File: config.mk
export PLATFORM = sky130hd
export DESIGN_NAME = id_ex_operand_stage
export DESIGN_NICKNAME = d
export VERILOG_FILES = /design/src/rtl/rv_pkg.sv /design/src/rtl/fwd_mux.sv /design/src/rtl/id_ex_operand_stage.sv
export SDC_FILE = /design/constraint.sdc
export NUM_CORES = 1
export LEC_CHECK = 0
export ABC_AREA = 1
export CAP_MARGIN = 0
export CORE_AREA = 2 2 161 163
export DETAILED_ROUTE_END_ITERATION = 12
export DIE_AREA = 0 0 163 165
export DONT_BUFFER_PORTS = 1
export GPL_TIMING_DRIVEN = 1
export HOLD_SLACK_MARGIN = 0.02
export SLEW_MARGIN = 20
export SYNTH_ARGS = -nofsm -noshare
export SYNTH_HDL_FRONTEND = slang
export SYNTH_SLANG_ARGS = --single-unit
File: constraint.sdc
create_clock -name clk -period 2.55 [get_ports clk]
set_input_delay 0.3825 -clock clk [delete_from_list [all_inputs] [get_ports clk]]
set_output_delay 0.3825 -clock clk [all_outputs]
set_load 0.05 [all_outputs]
File: src/rtl/rv_pkg.sv
// Shared RV32 decode constants used by the ID/EX stage and the execute units.
package rv_pkg;

  localparam int unsigned XLEN = 32;
  localparam int unsigned OPC_W = 7;
  localparam int unsigned REG_W = 5;

  localparam logic [OPC_W-1:0] OPCODE_R = 7'b0110011;
  localparam logic [OPC_W-1:0] OPCODE_I = 7'b0010011;
  localparam logic [OPC_W-1:0] LOAD     = 7'b0000011;
  localparam logic [OPC_W-1:0] STORE    = 7'b0100011;
  localparam logic [OPC_W-1:0] BRANCH   = 7'b1100011;
  localparam logic [OPC_W-1:0] LUI      = 7'b0110111;
  localparam logic [OPC_W-1:0] AUIPC    = 7'b0010111;
  localparam logic [OPC_W-1:0] JAL      = 7'b1101111;
  localparam logic [OPC_W-1:0] JALR     = 7'b1100111;
  localparam logic [OPC_W-1:0] NOP      = 7'b0000000;

  // Only U-type and JAL ignore rs1.
  function automatic logic uses_rs1(input logic [OPC_W-1:0] opcode);
    return !(opcode == LUI || opcode == AUIPC || opcode == JAL);
  endfunction

  // rs2 is read only by register-register, store and branch formats.
  function automatic logic uses_rs2(input logic [OPC_W-1:0] opcode);
    return (opcode == OPCODE_R || opcode == STORE || opcode == BRANCH);
  endfunction

endpackage

File: src/rtl/fwd_mux.sv
// Operand bypass select: EX/MEM result, else MEM/WB result, else the registered value.
module fwd_mux #(
  parameter int unsigned XLEN = rv_pkg::XLEN
) (
  input  logic [4:0]      src_addr,
  input  logic [XLEN-1:0] reg_data,
  input  logic            exm_reg_write,
  input  logic [4:0]      exm_rd,
  input  logic [XLEN-1:0] exm_result,
  input  logic            mw_reg_write,
  input  logic [4:0]      mw_rd,
  input  logic [XLEN-1:0] mw_result,
  output logic [XLEN-1:0] data
);

  logic exm_hit;
  logic mw_hit;

  // x0 is hardwired zero, so a write to it must never be bypassed.
  assign exm_hit = exm_reg_write && (exm_rd != 5'd0) && (exm_rd == src_addr);
  assign mw_hit  = mw_reg_write  && (mw_rd  != 5'd0) && (mw_rd  == src_addr);

  always_comb begin
    data = reg_data;
    if (exm_hit) begin
      data = exm_result;
    end else if (mw_hit) begin
      data = mw_result;
    end
  end

endmodule

File: src/rtl/id_ex_operand_stage.sv
// ID/EX pipeline register with operand forwarding, load-use bubble insertion,
// global stall/flush handling and a saturating bubble counter.
module id_ex_operand_stage #(
  parameter int unsigned XLEN  = rv_pkg::XLEN,
  parameter int unsigned CNT_W = 16
) (
  input  logic             clk,
  input  logic             rst_n,
  input  logic             stall,
  input  logic             flush,
  input  logic             id_valid,
  input  logic [XLEN-1:0]  id_pc,
  input  logic [6:0]       id_opcode,
  input  logic [2:0]       id_func3,
  input  logic [6:0]       id_func7,
  input  logic [4:0]       id_rs1_addr,
  input  logic [4:0]       id_rs2_addr,
  input  logic [4:0]       id_rd_addr,
  input  logic [XLEN-1:0]  id_rs1_data,
  input  logic [XLEN-1:0]  id_rs2_data,
  input  logic [XLEN-1:0]  id_imm,
  input  logic             id_reg_write,
  input  logic             exm_reg_write,
  input  logic [4:0]       exm_rd,
  input  logic [XLEN-1:0]  exm_result,
  input  logic             mw_reg_write,
  input  logic [4:0]       mw_rd,
  input  logic [XLEN-1:0]  mw_result,
  output logic             hazard_stall,
  output logic             ex_valid,
  output logic [XLEN-1:0]  ex_pc,
  output logic [6:0]       ex_opcode,
  output logic [2:0]       ex_func3,
  output logic [6:0]       ex_func7,
  output logic [4:0]       ex_rd_addr,
  output logic             ex_reg_write,
  output logic [XLEN-1:0]  ex_imm,
  output logic [XLEN-1:0]  ex_rs1,
  output logic [XLEN-1:0]  ex_rs2,
  output logic [CNT_W-1:0] bubble_count
);

  import rv_pkg::*;

  logic [4:0]      ex_rs1_addr_q;
  logic [4:0]      ex_rs2_addr_q;
  logic [XLEN-1:0] ex_rs1_q;
  logic [XLEN-1:0] ex_rs2_q;
  logic            load_use;
  logic            id_reads_rs1;
  logic            id_reads_rs2;

  fwd_mux #(.XLEN(XLEN)) u_fwd_rs1 (
    .src_addr      (ex_rs1_addr_q),
    .reg_data      (ex_rs1_q),
    .exm_reg_write (exm_reg_write),
    .exm_rd        (exm_rd),
    .exm_result    (exm_result),
    .mw_reg_write  (mw_reg_write),
    .mw_rd         (mw_rd),
    .mw_result     (mw_result),
    .data          (ex_rs1)
  );

  fwd_mux #(.XLEN(XLEN)) u_fwd_rs2 (
    .src_addr      (ex_rs2_addr_q),
    .reg_data      (ex_rs2_q),
    .exm_reg_write (exm_reg_write),
    .exm_rd        (exm_rd),
    .exm_result    (exm_result),
    .mw_reg_write  (mw_reg_write),
    .mw_rd         (mw_rd),
    .mw_result     (mw_result),
    .data          (ex_rs2)
  );

  // A load in EX cannot feed the next instruction; the consumer waits one cycle.
  assign id_reads_rs1 = uses_rs1(id_opcode);
  assign id_reads_rs2 = uses_rs2(id_opcode);
  assign load_use = ex_valid && (ex_opcode == LOAD) && (ex_rd_addr != 5'd0) && id_valid &&
                    ((id_reads_rs1 && (ex_rd_addr == id_rs1_addr)) ||
                     (id_reads_rs2 && (ex_rd_addr == id_rs2_addr)));
  assign hazard_stall = load_use && !flush;

  always_ff @(posedge clk or negedge rst_n) begin
    if (!rst_n) begin
      ex_valid      <= 1'b0;
      ex_pc         <= '0;
      ex_opcode     <= NOP;
      ex_func3      <= '0;
      ex_func7      <= '0;
      ex_rd_addr    <= '0;
      ex_reg_write  <= 1'b0;
      ex_imm        <= '0;
      ex_rs1_addr_q <= '0;
      ex_rs2_addr_q <= '0;
      ex_rs1_q      <= '0;
      ex_rs2_q      <= '0;
      bubble_count  <= '0;
    end else if (flush) begin
      ex_valid     <= 1'b0;
      ex_reg_write <= 1'b0;
      ex_opcode    <= NOP;
    end else if (stall) begin
      // Latch bypassed data so a producer retiring during the hold is not lost.
      ex_rs1_q <= ex_rs1;
      ex_rs2_q <= ex_rs2;
    end else if (load_use) begin
      ex_valid     <= 1'b0;
      ex_reg_write <= 1'b0;
      ex_opcode    <= NOP;
      if (bubble_count != '1) begin
        bubble_count <= bubble_count + CNT_W'(1);
      end
    end else begin
      ex_valid      <= id_valid;
      ex_pc         <= id_pc;
      ex_opcode     <= id_opcode;
      ex_func3      <= id_func3;
      ex_func7      <= id_func7;
      ex_rd_addr    <= id_rd_addr;
      ex_reg_write  <= id_reg_write && id_valid;
      ex_imm        <= id_imm;
      ex_rs1_addr_q <= id_rs1_addr;
      ex_rs2_addr_q <= id_rs2_addr;
      ex_rs1_q      <= id_rs1_data;
      ex_rs2_q      <= id_rs2_data;
    end
  end

endmodule

======== Word level (Yosys, flattened, before mapping) ========
Index checks and enable logic that the tools add are counted.
cells by class
  reduce and logical (&&, ||, !) cells .... 27
  multiplexer cells ....................... 17
  equal/unequal tests ..................... 16
  add/sub/neg operators ................... 1
  bitwise logic cells ..................... 3
operators with widths
  operator                                               number
  2-to-1 mux 32 bit                                      8
  == test 5 bit                                          6
  == test 7 x 6 -> 1 bit, second input constant          3
  2-to-1 mux 7 bit                                       3
  adder 16 x 1 -> 16 bit, second input constant          1
  inequality test 16 bit, second input constant          1
  nonzero test 5 bit                                     3
  == test 7 bit, second input constant                   2
  logical AND 1 bit                                      14
  == test 7 x 2 -> 1 bit, second input constant          1
  == test 7 x 5 -> 1 bit, second input constant          1
  2-to-1 mux 1 bit                                       6
  logical OR 1 bit                                       5
  AND reduction 4 bit                                    1
  NOT 1 bit                                              3
  AND reduction 3 bit                                    1
  zero test 1 bit                                        2
  inequality test 2 x 1 -> 1 bit, second input constant  1
  inequality test 2 bit, second input constant           1
  AND reduction 2 bit                                    1
storage, ports and cells
  logic and storage cells ................. 77
  input bits .............................. 242
  register bits after elaboration ......... 178
  output and inout bits ................... 169

======== Logic depth before layout (Yosys ltp) ========
Gate-level depths: netlist (run 1).
  word-level depth ........................ 10
  gate-level depth with buffers ........... 15
  gate-level depth less buffers ........... 13

======== Cells and area by module ========
A second synthesis (run 1) with hierarchy kept.
unflattened totals
  cells, all modules ...................... 1711
  area, all modules ....................... 11325.9 µm²
by module, submodules not included
  module               times used  sequential area each (µm²)  cells an instance  area an instance (µm²)
  id_ex_operand_stage  1           4454.3                      1115               8493.1
  fwd_mux              2           0.0                         298                1416.4

======== Worst setup path before layout (run 1) ========
OpenSTA, ideal clock, no wires.
  kind .................................... register to output
  start ................................... reg ex_rd_addr[1]
  end ..................................... out hazard_stall
  stages on the path, launching flop included .. 9
  slack ................................... 0.242 ns
  path buffers ............................ 0
  arrival time ............................ 1.926 ns
  data required time ...................... 2.168 ns
  cell sequence ........................... dfrtp_1 inv_2 nand2_1 nand2_1 nor3_1 nand2_1 nand2_2 nand2_4 nor2_1
on the way
  word-level cells in the longest chain between the ends .. 5
  elaborated cells between the ends (all ways) .. 10
  classes of those cells .................. eq/ne (2); reduce/logical (8)
ends and longest elaborated chain
  what                                                          line                                                                             source
  start: declaration                                            id_ex_operand_stage.sv:35                                                        output logic [4:0] ex_rd_addr,
  start signal: assignment                                      id_ex_operand_stage.sv:121                                                       ex_rd_addr <= id_rd_addr;
  == test 5 bit (tied with other cells)                         id_ex_operand_stage.sv:81                                                        ((id_reads_rs1 && (ex_rd_addr == id_rs1_addr)) ||
  logical AND 1 bit, on equally long branches                   id_ex_operand_stage.sv:81, id_ex_operand_stage.sv:80, id_ex_operand_stage.sv:82
  logical OR 1 bit / logical AND 1 bit (equally long branches)  id_ex_operand_stage.sv:81, id_ex_operand_stage.sv:80
  logical AND 1 bit (*)                                         id_ex_operand_stage.sv:80                                                        assign load_use = ex_valid && (ex_opcode == LOAD) && (ex_rd_addr != 5'd0) && id_valid &&
  logical AND 1 bit (*)                                         id_ex_operand_stage.sv:83                                                        assign hazard_stall = load_use && !flush;
  end: declaration                                              id_ex_operand_stage.sv:29                                                        output logic hazard_stall,
Mark *: on every way between the ends. The rest lies on a longest branch, timed or not.

======== Worst setup path in the final report (run 1) ========
  start ................................... reg ex_rs2_addr_q[0]
  end ..................................... out ex_rs2[4]
on the way
  word-level cells in the longest chain between the ends .. 4
  elaborated cells between the ends (all ways) .. 6
  classes of those cells .................. eq/ne (2); mux (2); reduce/logical (2)
ends and longest elaborated chain
  what                      line                        source
  start: declaration        id_ex_operand_stage.sv:46   logic [4:0] ex_rs2_addr_q;
  start signal: assignment  id_ex_operand_stage.sv:125  ex_rs2_addr_q <= id_rs2_addr;
  == test 5 bit             fwd_mux.sv:21               assign mw_hit = mw_reg_write && (mw_rd != 5'd0) && (mw_rd == src_addr);
  logical AND 1 bit         fwd_mux.sv:21
  2-to-1 mux 32 bit         fwd_mux.sv:27               end else if (mw_hit) begin
  2-to-1 mux 32 bit (*)     fwd_mux.sv:25               if (exm_hit) begin
  end: declaration          id_ex_operand_stage.sv:39   output logic [XLEN-1:0] ex_rs2,
Marked as above.

==> metrics, run 1 <==
num rows=58; placed cells=1924; number of global-route vias before repair=9734; Setup CP Type=reg -> out; First-pass DRT Iterations=6; DP Area=12000 um2; Finished Cell Area=13200 um2; GP Congestion=0.869; Seq/Total Area, Yosys=42.5%; Ys Warns=0; num ports=411; Syn Nets=1804; Worst Setup End Kind=output pin; first-pass GRT wire length=52.8 mm; cts bufs inserted=17; Avg Cell Area, Syn=6.71 um2; PortBufs=0; Fin Setup TNS=-0.0219 ns; Area Overhead vs Synth=26.1%; relative slew slack=42.1%; Die Area=26900 um2; final worst-path setup slack=-0.0124 ns; Wirelength per Cell=18.1 um; die width=163 um; clk_lat worst skew=0.44 ns; GRT Total Usage=25.3%; share of layout cells above drive strength 1=16.9%; status=finished, violations left; initial core utilization=41.8%; Final setup viols=2; CTS clock-pin slew for the worst setup and hold paths=0.08 ns; chip height=165 um; initial antenna violation count=0; gr ovfl total=0; #FFs+latches synth=178; max-cap violations=0; HP Class=in -> async; wire length on met1=13.8 mm; Vias=10199; Total Wirelength=35.4 mm; failing checks=hold timing, setup timing; # nets final=1860; worst path arrival time=2.18 ns; CP startpoint kind=register; crit path time final=2.56 ns; crit-path max FO=16; CTS root buf=clkbuf_16; RSZ-0062 raised after global routing=yes; highest metal layer with signal wires=met4; Post-DRT Antenna Nets=0; Post-Place Worst Slack=0.0369 ns; worst vdd ir=0.442 mV; largest net degree at the start of global routing=179; DRC viols=0; Max Freq=0.390 GHz; Slew Viols, Final=0; met2 routed WL=17.2 mm; core area=25000 um2; Hold Vio Cnt, Final=178; hold slack=-0.359 ns; initial DRC count=873; crit share post-route=100%; dpl hpwl=25.0 mm; H-tree depth=4; Vias/cell=5.20; clk_skew=0.0260 ns; Clock Path Buffers=2; Cell Area, Synth=10500 um2; TritonCTS Sinks=178; Syn Inst Count=1561; Unique masters post-synth=26; Worst Max-Slew Pin Slew=0.865 ns; worst endpoint required time=2.17 ns; Post-Layout Cell Count=1961; CTS tree=yes; Lkg Pwr=7.09 nW; routed wl met3=3.21 mm; power per cell area=718 nW/um2
-- routing by layer --
| layer | up-vias | track usage, % |
|---|---|---|
| li1 | 4958 | - |
| met2 | 533 | 42.0 |
| met1 | 4625 | 30.9 |
| met3 | 83 | 6.98 |
| met5 | - | 0 |
| met4 | 0 | 11.1 |
-- cells in the mapped netlist --
master	instances	area share, %
xnor2_1	15	1.3
nor3_4	2	0.31
nand4_1	4	0.24
o21ai_1	10	0.48
nor3b_2	1	0.12
inv_2	2	0.072
xor2_1	22	1.8
buf_4	14	1.0
clkbuf_1	32	1.1
nand3_1	268	13
nor2_1	144	5.2
o31ai_2	1	0.12
nand3_2	10	0.96
nand3b_1	1	0.072
buf_2	41	2.0
ha_1	1	0.12
o22ai_1	1	0.060
nand2_2	3	0.18
inv_1	125	4.5
nor2_2	3	0.18
nor4_1	1	0.060
nand2_1	658	24
o21ai_0	11	0.53
dfrtp_1	178	43
nor3_1	11	0.53
nand2_4	2	0.22
-- worst paths after layout --
path	endpoint	slack, ns	startpoint	depth (start not counted)
min in group clk	ex_opcode[1]	0.05	id_opcode[1]	2
worst max-delay path	ex_rs2[4]	-0.01	ex_rs2_addr_q[0]	8
worst min-delay path	ex_rs1_q[8]	-0.36	rst_n	0
worst max register to register	ex_pc[28]	0.48	ex_rd_addr[2]	9
max in group asynchronous	ex_opcode[2]	2.55	rst_n	0
worst min register to register	ex_rs1_q[28]	0.48	ex_rs1_q[28]	2
-- what timing repair did --
item,CTS,global route
hold endpoints to repair,178,178
setup endpoints to repair,34,58
gates cloned,0,2
buffers inserted,0,2
pin swaps,0,12
gates resized for setup,3,146
-- through the flow --
stage               hold slack, ns  power, W  util (%)
global placement            0.0949   0.00661      48.0
floorplan                   0.0869   0.00561         -
CTS                         -0.381   0.00936      50.5
detailed placement          0.0938   0.00664      48.0
global route                -0.382   0.00992      52.7
finish                      -0.359   0.00949      52.8
-- logic make-up after synthesis --
kind of cell             after synthesis  share of synthesized area [%]
AND/OR/NAND/NOR                     1108                           44.4
buffers and inverters                214                           8.66
flip-flops                           178                           42.5
XOR/XNOR                              37                           3.09
AO/OA/AOI/OAI                         23                           1.18
adder cells (fa/ha/maj)                1                          0.119
-- registers in the layout, summed over array words and instances (netlist names) --
signal	flops
ex_opcode	7
bubble_count	16
ex_rd_addr	5
ex_rs2_q	32
ex_rs1_addr_q	5
ex_rs1_q	32
ex_imm	32
ex_reg_write	1
ex_func3	3
ex_func7	7
ex_pc	32
ex_valid	1
ex_rs2_addr_q	5
-- worst max-delay path, stage by stage (launching register included) --
cell and delay [ns]:
dfrtp_1 0.44, xnor2_1 0.18, nand2_1 0.13, nor3_4 0.23, buf_4 0.18, clkbuf_16 0.19, nand3_1 0.13, nand2_2 0.13
buf_12 0.14
-- report_power, final --
| group | switching (W) | internal, W | leakage [nW] |
|---|---|---|---|
| clock | 0.00135 | 0.00134 | 0.297 |
| combinational | 0.00179 | 0.00110 | 4.62 |
| sequential | 0.000776 | 0.00313 | 2.17 |
| total | 0.00391 | 0.00557 | 7.09 |
-- cells in the final DEF (no fill, tap or decap), drive strengths merged --
master	n
nor2	147
o22ai	1
nor3	13
nand3	278
clkinv	7
o21ai	21
nand2	663
xnor2	15
ha	1
nand3b	1
inv	135
nor4	1
nor3b	1
xor2	22
buf	122
dfrtp	178
o31ai	1
diode	1
nand4	4
clkbuf	19
-- layout make-up --
class / instances / area (um2)
Fill cell: 2447 / 11800
Multi-Input combinational cell: 1169 / 5430
Sequential cell: 178 / 4460
Timing Repair Buffer: 124 / 1820
Inverter: 127 / 477
Clock buffer: 17 / 425
Tap cell: 330 / 413
Clock inverter: 15 / 183
Antenna cell: 1 / 2.50
No activity file was read; power rests on OpenSTA's default activity.
==> run 2: changes to the inputs <==
--- a/config.mk
+++ b/config.mk
@@ -8,6 +8,7 @@
 export ABC_AREA = 1
 export CAP_MARGIN = 0
 export CORE_AREA = 2 2 161 163
+export CTS_CLUSTER_DIAMETER = 30
 export DETAILED_ROUTE_END_ITERATION = 12
 export DIE_AREA = 0 0 163 165
 export DONT_BUFFER_PORTS = 1
==> results of run 2 <==
The final DEF is identical to that of run 1; final timing and power are the same.
==> run 3: changes to the inputs <==
--- a/config.mk
+++ b/config.mk
@@ -14,7 +14,7 @@
 export DONT_BUFFER_PORTS = 1
 export GPL_TIMING_DRIVEN = 1
 export HOLD_SLACK_MARGIN = 0.02
-export SLEW_MARGIN = 20
+export SLEW_MARGIN = 0
 export SYNTH_ARGS = -nofsm -noshare
 export SYNTH_HDL_FRONTEND = slang
 export SYNTH_SLANG_ARGS = --single-unit
==> results of run 3 <==
The final DEF is identical to that of run 1; final timing and power are the same.
